===== src/rtl/cia_serial_port.sv =====
// CIA serial data register shift controller: transmits bytes on CNT/SP clocked by
// timer A underflows in output mode, and receives bytes clocked by external CNT in input mode.
module cia_serial_port (
  input  logic       clk,
  input  logic       clk7_en,
  input  logic       reset,
  input  logic       wr,
  input  logic       sdr,
  input  logic [7:0] data_in,
  output logic [7:0] data_out,
  input  logic       spmode,
  input  logic       tmra_ovf,
  input  logic       cnt_in,
  input  logic       sp_in,
  output logic       cnt_out,
  output logic       sp_out,
  output logic       irq
);

  typedef enum logic {IDLE, SHIFT} state_e;

  state_e     state_q, state_d;
  logic [7:0] sdr_reg_q, sdr_reg_d;
  logic       buf_full_q, buf_full_d;
  logic [7:0] shreg_q, shreg_d;
  logic [3:0] ucnt_q, ucnt_d;
  logic [2:0] bitcnt_q, bitcnt_d;
  logic       cnt_dly_q, cnt_dly_d;
  logic       mode_q, mode_d;
  logic       cnt_out_q, cnt_out_d;
  logic       sp_out_q, sp_out_d;
  logic       irq_q, irq_d;
  logic       cpu_wr;
  logic       load;

  assign cpu_wr = sdr & wr;

  // NOTE: every variable assigned below gets a default first, so no path leaves it
  // unassigned and no latch is inferred.
  always_comb begin
    state_d    = state_q;
    sdr_reg_d  = sdr_reg_q;
    buf_full_d = buf_full_q;
    shreg_d    = shreg_q;
    ucnt_d     = ucnt_q;
    bitcnt_d   = bitcnt_q;
    cnt_out_d  = cnt_out_q;
    sp_out_d   = sp_out_q;
    irq_d      = 1'b0;
    cnt_dly_d  = cnt_in;
    mode_d     = spmode;
    load       = 1'b0;

    if (spmode) begin
      if (!mode_q) bitcnt_d = 3'd0;
      if (state_q == IDLE) begin
        load = buf_full_q;
      end else if (tmra_ovf) begin
        ucnt_d = ucnt_q + 4'd1;
        if (!ucnt_q[0]) begin
          cnt_out_d = 1'b0;
          // Data only moves on CNT falling edges; the first falling edge keeps bit 7.
          if (ucnt_q >= 4'd2) begin
            shreg_d  = {shreg_q[6:0], 1'b0};
            sp_out_d = shreg_q[6];
          end
        end else begin
          cnt_out_d = 1'b1;
        end
        if (ucnt_q == 4'd15) begin
          irq_d = 1'b1;
          if (buf_full_q) load = 1'b1;
          else            state_d = IDLE;
        end
      end
      if (load) begin
        shreg_d    = sdr_reg_q;
        sp_out_d   = sdr_reg_q[7];
        ucnt_d     = 4'd0;
        buf_full_d = 1'b0;
        state_d    = SHIFT;
      end
      // A write in the load cycle refills the buffer for the following byte.
      if (cpu_wr) begin
        sdr_reg_d  = data_in;
        buf_full_d = 1'b1;
      end
    end else begin
      state_d    = IDLE;
      buf_full_d = 1'b0;
      ucnt_d     = 4'd0;
      cnt_out_d  = 1'b1;
      sp_out_d   = 1'b1;
      if (cpu_wr) sdr_reg_d = data_in;
      if (cnt_in && !cnt_dly_q) begin
        shreg_d  = {shreg_q[6:0], sp_in};
        bitcnt_d = bitcnt_q + 3'd1;
        if (bitcnt_q == 3'd7) begin
          sdr_reg_d = {shreg_q[6:0], sp_in};
          irq_d     = 1'b1;
        end
      end
    end
  end

  // NOTE: state registers use non-blocking assignments so every flop samples the
  // pre-edge values computed above, independent of statement order.
  always_ff @(posedge clk) begin
    if (clk7_en) begin
      if (reset) begin
        state_q    <= IDLE;
        sdr_reg_q  <= 8'h00;
        buf_full_q <= 1'b0;
        shreg_q    <= 8'h00;
        ucnt_q     <= 4'd0;
        bitcnt_q   <= 3'd0;
        cnt_dly_q  <= 1'b1;
        mode_q     <= 1'b0;
        cnt_out_q  <= 1'b1;
        sp_out_q   <= 1'b1;
        irq_q      <= 1'b0;
      end else begin
        state_q    <= state_d;
        sdr_reg_q  <= sdr_reg_d;
        buf_full_q <= buf_full_d;
        shreg_q    <= shreg_d;
        ucnt_q     <= ucnt_d;
        bitcnt_q   <= bitcnt_d;
        cnt_dly_q  <= cnt_dly_d;
        mode_q     <= mode_d;
        cnt_out_q  <= cnt_out_d;
        sp_out_q   <= sp_out_d;
        irq_q      <= irq_d;
      end
    end
  end

  assign data_out = (sdr & ~wr) ? sdr_reg_q : 8'h00;
  assign cnt_out  = cnt_out_q;
  assign sp_out   = sp_out_q;
  assign irq      = irq_q;

endmodule


===== config.mk =====
export PLATFORM = sky130hd
export DESIGN_NAME = cia_serial_port
export DESIGN_NICKNAME = d
export VERILOG_FILES = /design/src/rtl/cia_serial_port.sv
export SDC_FILE = /design/constraint.sdc
export NUM_CORES = 1
export LEC_CHECK = 0
export ABC_AREA = 1
export BUFFER_PORTS_ARGS = -buffer_cell sky130_fd_sc_hd__buf_2
export CELL_PAD_IN_SITES_DETAIL_PLACEMENT = 0
export CELL_PAD_IN_SITES_GLOBAL_PLACEMENT = 1
export CORE_UTILIZATION = 37
export DETAILED_ROUTE_END_ITERATION = 16
export PLACE_DENSITY_LB_ADDON = 0.2
export RECOVER_POWER = 50
export SLEW_MARGIN = 40
export SYNTH_ARGS = -nofsm -noshare
export SYNTH_HDL_FRONTEND = slang
export SYNTH_SLANG_ARGS = --single-unit

===== constraint.sdc =====
create_clock -name clk -period 1.6 [get_ports clk]
set_input_delay 0.08 -clock clk [delete_from_list [all_inputs] [get_ports clk]]
set_output_delay 0.08 -clock clk [all_outputs]
set_load 0.03 [all_outputs]

==> results.toml, run 1 <==
[timing]
setup_ws_ps = 13.1
hold_viol = 0
rsz0062_at_grt = "true"
holdWs_ps = 65.6
final_max_slew_viol_count = 0
finalSetupViolations = 0
worst_slew_pin_slew_ps = 541
relSlewSlack = 0.638
fmax_mhz = 630
fin_skew_ps = 7.02
fin_crit_sh = 0.992
min_period_ps = 1590

[floorplan]
start_util = 0.393
die_area_sq_um = 4570
rows = 23
core_sq_um = 4060
die_y_um = 67.6
ios = 28
fp.dieW_um = 67.6

[yosys]
async_flop_share = 0
synth_cell_type_count = 21
synth_area_per_cell_sq_um = 8.57
ys_warn_count = 0
synth_top_family_by_area = "simple AND/OR/NAND/NOR gates"
yosys-top-cells-count = "nor2_1, nand2_1, edfxtp_1, inv_1, o21ai_0"
yosys.area.top_type_share = 0.546
synth_edf_count = 29
synthFlopType = "edfxtp_1"
synth_seq_area_share = 0.546
synthCells = 186
synth-seq-cells = 29
synthesis.area_sq_um = 1590
netlist_top_cells_area = "edfxtp_1, nor2_1, nand2_1"
synth.most_common_cell = "nor2_1"
synth_compound_area_frac = 0.114
synth_simple_gate_area_frac = 0.209
synth-adder-area-share = 0.0314
muxShareOfSynthArea = 0
syn_nets = 207
yosys.area.top_type = "edfxtp_1"
synth-xor-area-share = 0.00549

[clock_network]
clkTransAtPathRegs_ps = 70
numCtsBuffers = 5
h-tree-depth = 2
tritoncts_num_sinks = 29
cts_tree = "yes"
clk_latency_ps = 280
cts.path.max_buffers = 2
cts_root_buf = "clkbuf_8"

[global_route]
grt_pass1_vias = 1273
grt_max_degree = 19
grt_pass1_wl_mm = 5.76
grt_overflow = 0
grt_usage = 0.181
antenna_found_initial = 0

[power]
clkPwrFrac = 0.328
p_per_area_nw_per_um2 = 912
p_switching_mw = 0.476
p_int_mw = 1.28
swShare = 0.271
leakage_nw = 0.882
vdd_ir_drop_max_mv = 0.377
p_comb_frac = 0.143
power.share.sequential = 0.529

[cells_and_area]
layout-drive-gt1-share = 0.190
final_nets = 247
diodes = 0
area_growth_pct = 21.0
instances_no_fill = 276

[critical_path]
critical_path_class = "reg -> reg"
path_max_fanout = 7
worstSetupStartpointType = "flop"
arrival_ps = 1550
worst_setup_path_end_kind = "flop"
crit_required_ps = 1570

[placed_design]
dpl.cell_count = 267
port_buffers = 27
dpl.hpwl_mm = 2.64
place.gp.congestion = 0.750
dp_slack_ps = -52.8

[drt]
wl_per_cell_um = 13.1
antenna_left = 0
routed_wl_mm = 3.61
drtPass1Iterations = 4
vias_per_cell = 4.80
post-route-drc-count = 0
drt-initial-drc-count = 48
num_vias = 1326

[outcome]
status = "finished, final reports clean"

[run]
max_cap_violations = 0

[hold_path]
hold_class = "in -> reg"
-- layout make-up --
| class | count | area [sq um] |
|---|---|---|
| clock buffer | 6 | 72.6 |
| timing repair buffer | 38 | 201 |
| inverter | 29 | 109 |
| sequential | 29 | 871 |
| multi-input combinational | 123 | 608 |
| fill | 430 | 2130 |
| tap | 50 | 62.6 |
| clock inverter | 1 | 3.75 |
-- power by group through the flow --
| stage | combinational [mW] | sequential, mW | clock, mW |
|---|---|---|---|
| floorplan | 0.155 | 0.943 | 0 |
| global placement | 0.236 | 0.945 | 0 |
| detailed placement | 0.246 | 0.944 | 0 |
| CTS | 0.254 | 0.929 | 0.587 |
| global route | 0.287 | 0.937 | 0.609 |
| finish | 0.252 | 0.930 | 0.576 |
-- layout by cell type (no fill, tap or decap) --
cell	synthesis	routed
a21oi_1	12	12
and2_1	1	1
buf_2	1	17
buf_4	1	10
clkbuf_1	1	12
clkbuf_8	1	5
clkinv_1	0	1
edfxtp_1	29	29
ha_1	4	3
ha_2	0	1
inv_1	29	29
nand2_1	36	33
nand2_2	1	4
nand3_1	5	4
nand3_2	1	1
nand3_4	0	1
nand4_1	1	1
nor2_1	37	34
nor2_2	0	2
nor2_4	0	1
nor3_1	1	1
o211ai_1	1	1
o21ai_0	21	21
o21ai_2	1	1
xor2_1	1	1
-- what timing repair did --
item                                    4_1_cts  5_1_grt
pin swaps                                     3        2
hold buffers                                  0        0
setup buffers                                 1        1
endpoints found under the setup margin       13       18
gates resized for setup                       4        4
-- per-stage QoR --
step	setup TNS, ps	cell area [sq um]	util	power, mW
2_1_floorplan	0	1600	-	1.10
3_3_place_gp	0	1830	0.450	1.18
3_5_place_dp	-438	1830	0.450	1.19
4_1_cts	-58.8	1930	0.475	1.77
5_1_grt	-952	1930	0.475	1.83
6_report	0	1930	0.475	1.76
-- critical path: stages, from the launching register on --
cell,delay [ps]
edfxtp_1,410
ha_2,220
nand2_2,60
o21ai_2,160
nand2_2,80
nand3_2,80
nand2_2,60
nor2_4,200
-- worst paths after layout --
check,slack [ps],depth (start not counted),startpoint,endpoint
max reg2reg,10,7,ucnt_q[0]$_SDFFCE_PP0P_,shreg_q[3]$_SDFFCE_PP0P_
min reg2reg,560,1,bitcnt_q[0]$_SDFFCE_PN0P_,bitcnt_q[0]$_SDFFCE_PN0P_
max,10,7,ucnt_q[0]$_SDFFCE_PP0P_,shreg_q[3]$_SDFFCE_PP0P_
min,70,3,cnt_in,cnt_dly_q$_SDFFCE_PP1P_
-- state kept, by name (all words and copies together) (netlist names) --
signal / flops
ucnt_q: 4
irq: 1
cnt_out: 1
sdr_reg_q: 8
sp_out: 1
buf_full_q: 1
bitcnt_q: 3
state_q: 1
mode_q: 1
cnt_dly_q: 1
shreg_q: 7
-- cells by family (layout without fill, tap and decap cells) --
group           count (synthesis)  after routing
fa+ha+maj                       4              4
buf+inv                        34             74
flops                          29             29
xor+xnor                        1              1
compound gates                 35             35
simple gates                   83             83
-- routing by layer --
layer | track usage | vias up | share of wire
met5 | 0 | - | 0
met4 | 0.0824 | 0 | 0.017
met3 | 0.0574 | 6 | 0.041
met1 | 0.211 | 610 | 0.45
li1 | - | 682 | -
met2 | 0.300 | 28 | 0.49
No activity file was read; power rests on OpenSTA's default activity.
==> inputs of run 2 (changes only) <==
CAP_MARGIN = 20   (was default)
CORE_UTILIZATION = 41   (was 37)
clock period = 1.8 ns   (was 1.6 ns; I/O delays follow)
==> results.toml, run 2 (same netlist as run 1, synthesis figures left out) <==
[timing]
relSlewSlack = 0.550
fmax_mhz = 600
rsz0062_at_grt = "false"
holdWs_ps = 73.1
worst_slew_pin_slew_ps = 675
hold_viol = 0
fin_skew_ps = 4.33
setup_ws_ps = 133
finalSetupTns_ps = 0
finalSetupViolations = 0
fin_crit_sh = 0.926
min_period_ps = 1670
final_max_slew_viol_count = 0

[global_route]
grt_usage = 0.183
grt_overflow = 0
grt_pass1_vias = 1218
grt_pass1_wl_mm = 5.58
antenna_found_initial = 0
grt_max_degree = 19

[floorplan]
die_y_um = 64.4
ios = 28
core_sq_um = 3690
start_util = 0.432
rows = 22
fp.dieW_um = 64.4
die_area_sq_um = 4140

[run]
max_cap_violations = 0

[power]
vdd_ir_drop_max_mv = 0.375
clkPwrFrac = 0.330
p_per_area_nw_per_um2 = 832
p_int_mw = 1.13
p_switching_mw = 0.408
leakage_nw = 0.844
power.share.sequential = 0.538
power_mw = 1.54
swShare = 0.266
p_comb_frac = 0.132

[clock_network]
h-tree-depth = 2
cts_tree = "yes"
tritoncts_num_sinks = 29
clk_latency_ps = 280
cts_hold_buf = 0
clkTransAtPathRegs_ps = 60
cts_resized = 0
cts.path.max_buffers = 2
cts_setup_buffers = 0
cts_root_buf = "clkbuf_8"
numCtsBuffers = 5

[drt]
top_layer = "met4"
wl_met3_um = 123
detail_route.wirelength.met1_mm = 1.58
post-route-drc-count = 0
antenna_left = 0
vias_per_cell = 4.81
drtPass1Iterations = 4
drt-initial-drc-count = 37
wl_per_cell_um = 12.4
route.met2.wl_mm = 1.57
routed_wl_mm = 3.34
num_vias = 1295

[cells_and_area]
final_cell_mix = "nor2_1, nand2_1, inv_1, edfxtp_1, o21ai_0"
layout-drive-gt1-share = 0.118
largest-register = "sdr_reg_q"
largest_registers = "sdr_reg_q x8, shreg_q x7, ucnt_q x4"
final_common_cell = "nor2_1"
diodes = 0
final_nets = 242
area_growth_pct = 15.9
nFillCells = 374
largest_reg_flops = 8

[outcome]
status = "finished, final reports clean"

[placed_design]
dp_slack_ps = 139
dpl.hpwl_mm = 2.42
place.gp.congestion = 0.873
port_buffers = 27

[critical_path]
path_max_fanout = 7
worst_setup_path_end_kind = "flop"
crit_required_ps = 1790
critical_path_class = "reg -> reg"
worstSetupStartpointType = "flop"
worstRegToRegCells = 8
arrival_ps = 1660

[hold_path]
hold_path_depth = 3
hold_class = "in -> reg"
run 2: metrics by stage:
stage | cells | util | cell area, sq um
after CTS | 269 | 0.507 | 1870
after global placement | 262 | 0.486 | 1790
after floorplan | 186 | - | 1590
after global routing | 269 | 0.501 | 1850
final | 269 | 0.501 | 1850
after detailed placement | 262 | 0.486 | 1790
run 2: path summary, 6_finish.rpt:
check	start	endpoint	slack [ps]
setup / recovery	ucnt_q[1]$_SDFFCE_PP0P_	shreg_q[2]$_SDFFCE_PP0P_	130
hold / removal	cnt_in	cnt_dly_q$_SDFFCE_PP1P_	70
setup reg to reg	ucnt_q[1]$_SDFFCE_PP0P_	shreg_q[2]$_SDFFCE_PP0P_	130
hold reg to reg	bitcnt_q[0]$_SDFFCE_PN0P_	bitcnt_q[0]$_SDFFCE_PN0P_	560
run 2: critical path, cell delays in order, from the launching register on:
cell	delay, ps
edfxtp_1	400
ha_1	220
nand2_2	80
o21ai_2	200
nand2_1	90
nand3_1	90
nand2_1	50
nor2_1	80
buf_4	170
run 2: layer usage:
layer	vias to the layer above	track usage
li1	673	-
met1	594	0.230
met2	23	0.288
met3	5	0.0375
met4	0	0.108
met5	-	0
run 2: final cells by class:
class / instances / area (sq um) / area share
Inverter: 29 / 109 / 0.0589
Timing Repair Buffer: 33 / 159 / 0.0860
Clock buffer: 6 / 72.6 / 0.0393
Sequential cell: 29 / 871 / 0.471
Clock inverter: 1 / 3.75 / 0.00203
Tap cell: 48 / 60.1 / 0.0325
Multi-Input combinational cell: 123 / 573 / 0.310
run 2: power groups by stage:
stage          clock (mW)  sequential, mW  combinational [mW]
3_5_place_dp            0           0.840               0.210
3_3_place_gp            0           0.839               0.202
6_report            0.507           0.827               0.203
5_1_grt             0.542           0.832               0.234
2_1_floorplan           0           0.838               0.134
4_1_cts             0.518           0.826               0.211
==> inputs of run 3 (changes only) <==
CORE_MARGIN = 10   (was default)
==> results.toml, run 3 (same netlist as run 1, synthesis figures left out) <==
[outcome]
status = "finished, final reports clean"

[cells_and_area]
final_common_cell = "nor2_1"
layout-drive-gt1-share = 0.126
multi_input_area_sq_um = 583
final_nets = 243
diodes = 0
seq_area_sq_um = 871
final_cell_mix = "nor2_1, nand2_1, inv_1, edfxtp_1, o21ai_0"
fin_util = 0.509
largest-register = "sdr_reg_q"
largest_reg_flops = 8
nFillCells = 366
largest_registers = "sdr_reg_q x8, shreg_q x7, ucnt_q x4"
area_growth_pct = 18.7

[timing]
finalSetupTns_ps = 0
fin_skew_ps = 6.72
rsz0062_at_grt = "false"
fmax_mhz = 599
fin_crit_sh = 0.927
min_period_ps = 1670
finalSetupViolations = 0
worst_slew_pin_slew_ps = 724
relSlewSlack = 0.517
hold_viol = 0
final_max_slew_viol_count = 0

[floorplan]
ios = 28
fp.dieW_um = 82.4
core_sq_um = 3720
die_area_sq_um = 6780
die_y_um = 82.4
start_util = 0.429
rows = 22

[power]
leakage_nw = 0.859
vdd_ir_drop_max_mv = 0.404
power_mw = 1.69
p_per_area_nw_per_um2 = 896

[clock_network]
cts_resized = 0
cts_tree = "yes"
clk_latency_ps = 280
cts_root_buf = "clkbuf_8"
h-tree-depth = 2
numCtsBuffers = 5
cts_setup_buffers = 0
cts_hold_buf = 0
tritoncts_num_sinks = 29
clkTransAtPathRegs_ps = 70
cts.path.max_buffers = 2

[critical_path]
path_max_fanout = 7
rrSetupSlack_ps = 130
path_cells = "ha_2, nand2_2, o21ai_4, nand2_1, nand3_1, nand2_1, nor2_1, buf_4"
worst_setup_path_end_kind = "flop"
max_stage_delay_ps = 410
r2r_start = "ucnt_q[0]$_SDFFCE_PP0P_"
cp_slowest_cell = "edfxtp_1"
cpLargestDelayFamily = "flip-flops"
r2r-end = "shreg_q[4]$_SDFFCE_PP0P_"
worstSetupStartpointType = "flop"
path_buf_inv = 1
crit_required_ps = 1790
worstRegToRegCells = 8
cp_common_cell = "nand2_1"
critical_path_class = "reg -> reg"
arrival_ps = 1660

[drt]
routed_wl_mm = 3.56
drt-initial-drc-count = 70
drtPass1Iterations = 4
post-route-drc-count = 0
num_vias = 1291
vias_per_cell = 4.76
antenna_left = 0
wl_per_cell_um = 13.1

[hold_path]
hold_path_depth = 3
min_to = "cnt_dly_q$_SDFFCE_PP1P_"
min_from = "cnt_in"
hold_class = "in -> reg"

[placed_design]
dpl.hpwl_mm = 2.66
place.gp.congestion = 0.754
port_buffers = 27

[global_route]
grt_usage = 0.115
grt_overflow = 0
grt_pass1_vias = 1210
antenna_found_initial = 0
grt_max_degree = 19
grt_pass1_wl_mm = 5.91

[run]
max_cap_violations = 0
[run 3: how the worst max path moves through the flow]
stage	startpoint	to	slack (ps)	cells past startpoint
after floorplan	ucnt_q[1]$_SDFFCE_PP0P_	shreg_q[0]$_SDFFCE_PP0P_	30	7
after detailed placement	ucnt_q[0]$_SDFFCE_PP0P_	shreg_q[4]$_SDFFCE_PP0P_	120	8
after global placement	ucnt_q[1]$_SDFFCE_PP0P_	shreg_q[4]$_SDFFCE_PP0P_	180	8
after CTS	ucnt_q[0]$_SDFFCE_PP0P_	shreg_q[4]$_SDFFCE_PP0P_	100	8
final	ucnt_q[0]$_SDFFCE_PP0P_	shreg_q[4]$_SDFFCE_PP0P_	130	8
after global routing	ucnt_q[1]$_SDFFCE_PP0P_	shreg_q[4]$_SDFFCE_PP0P_	20	8
[run 3: per-layer routing]
metal  vias up  share of wire  track usage
met5         -              0            0
met4         0          0.015       0.0510
met3         6          0.089       0.0572
met2        28           0.45        0.168
met1       580           0.44        0.140
li1        677              -            -
[run 3: tightest hold or removal path: stages]
cell     delay, ps
buf_2           70
inv_1           40
nand2_1         50
[run 3: cell type report]
type,instances,area share
Clock buffer,6,0.0384
Timing Repair Buffer,34,0.0860
Inverter,29,0.0575
Sequential cell,29,0.460
Multi-Input combinational cell,123,0.308
Clock inverter,2,0.0179
Tap cell,48,0.0317
[run 3: power by group]
group          internal [mW]  total (mW)  switching [mW]  leakage (nW)
logic                 0.0695       0.204           0.135         0.520
registers              0.800       0.828          0.0271         0.286
clock network          0.408       0.663           0.255        0.0528
[run 3: per-stage QoR]
step / worst slack [ps] / std cells / hold WS (ps) / area (sq um)
after floorplan: 28.1 / 186 / 202 / 1590
after detailed placement: 118 / 263 / 372 / 1800
after global routing: 19.1 / 271 / 92.5 / 1890
after global placement: 184 / 263 / 353 / 1800
final: 131 / 271 / 76.2 / 1890
after CTS: 97.7 / 271 / 78.7 / 1910
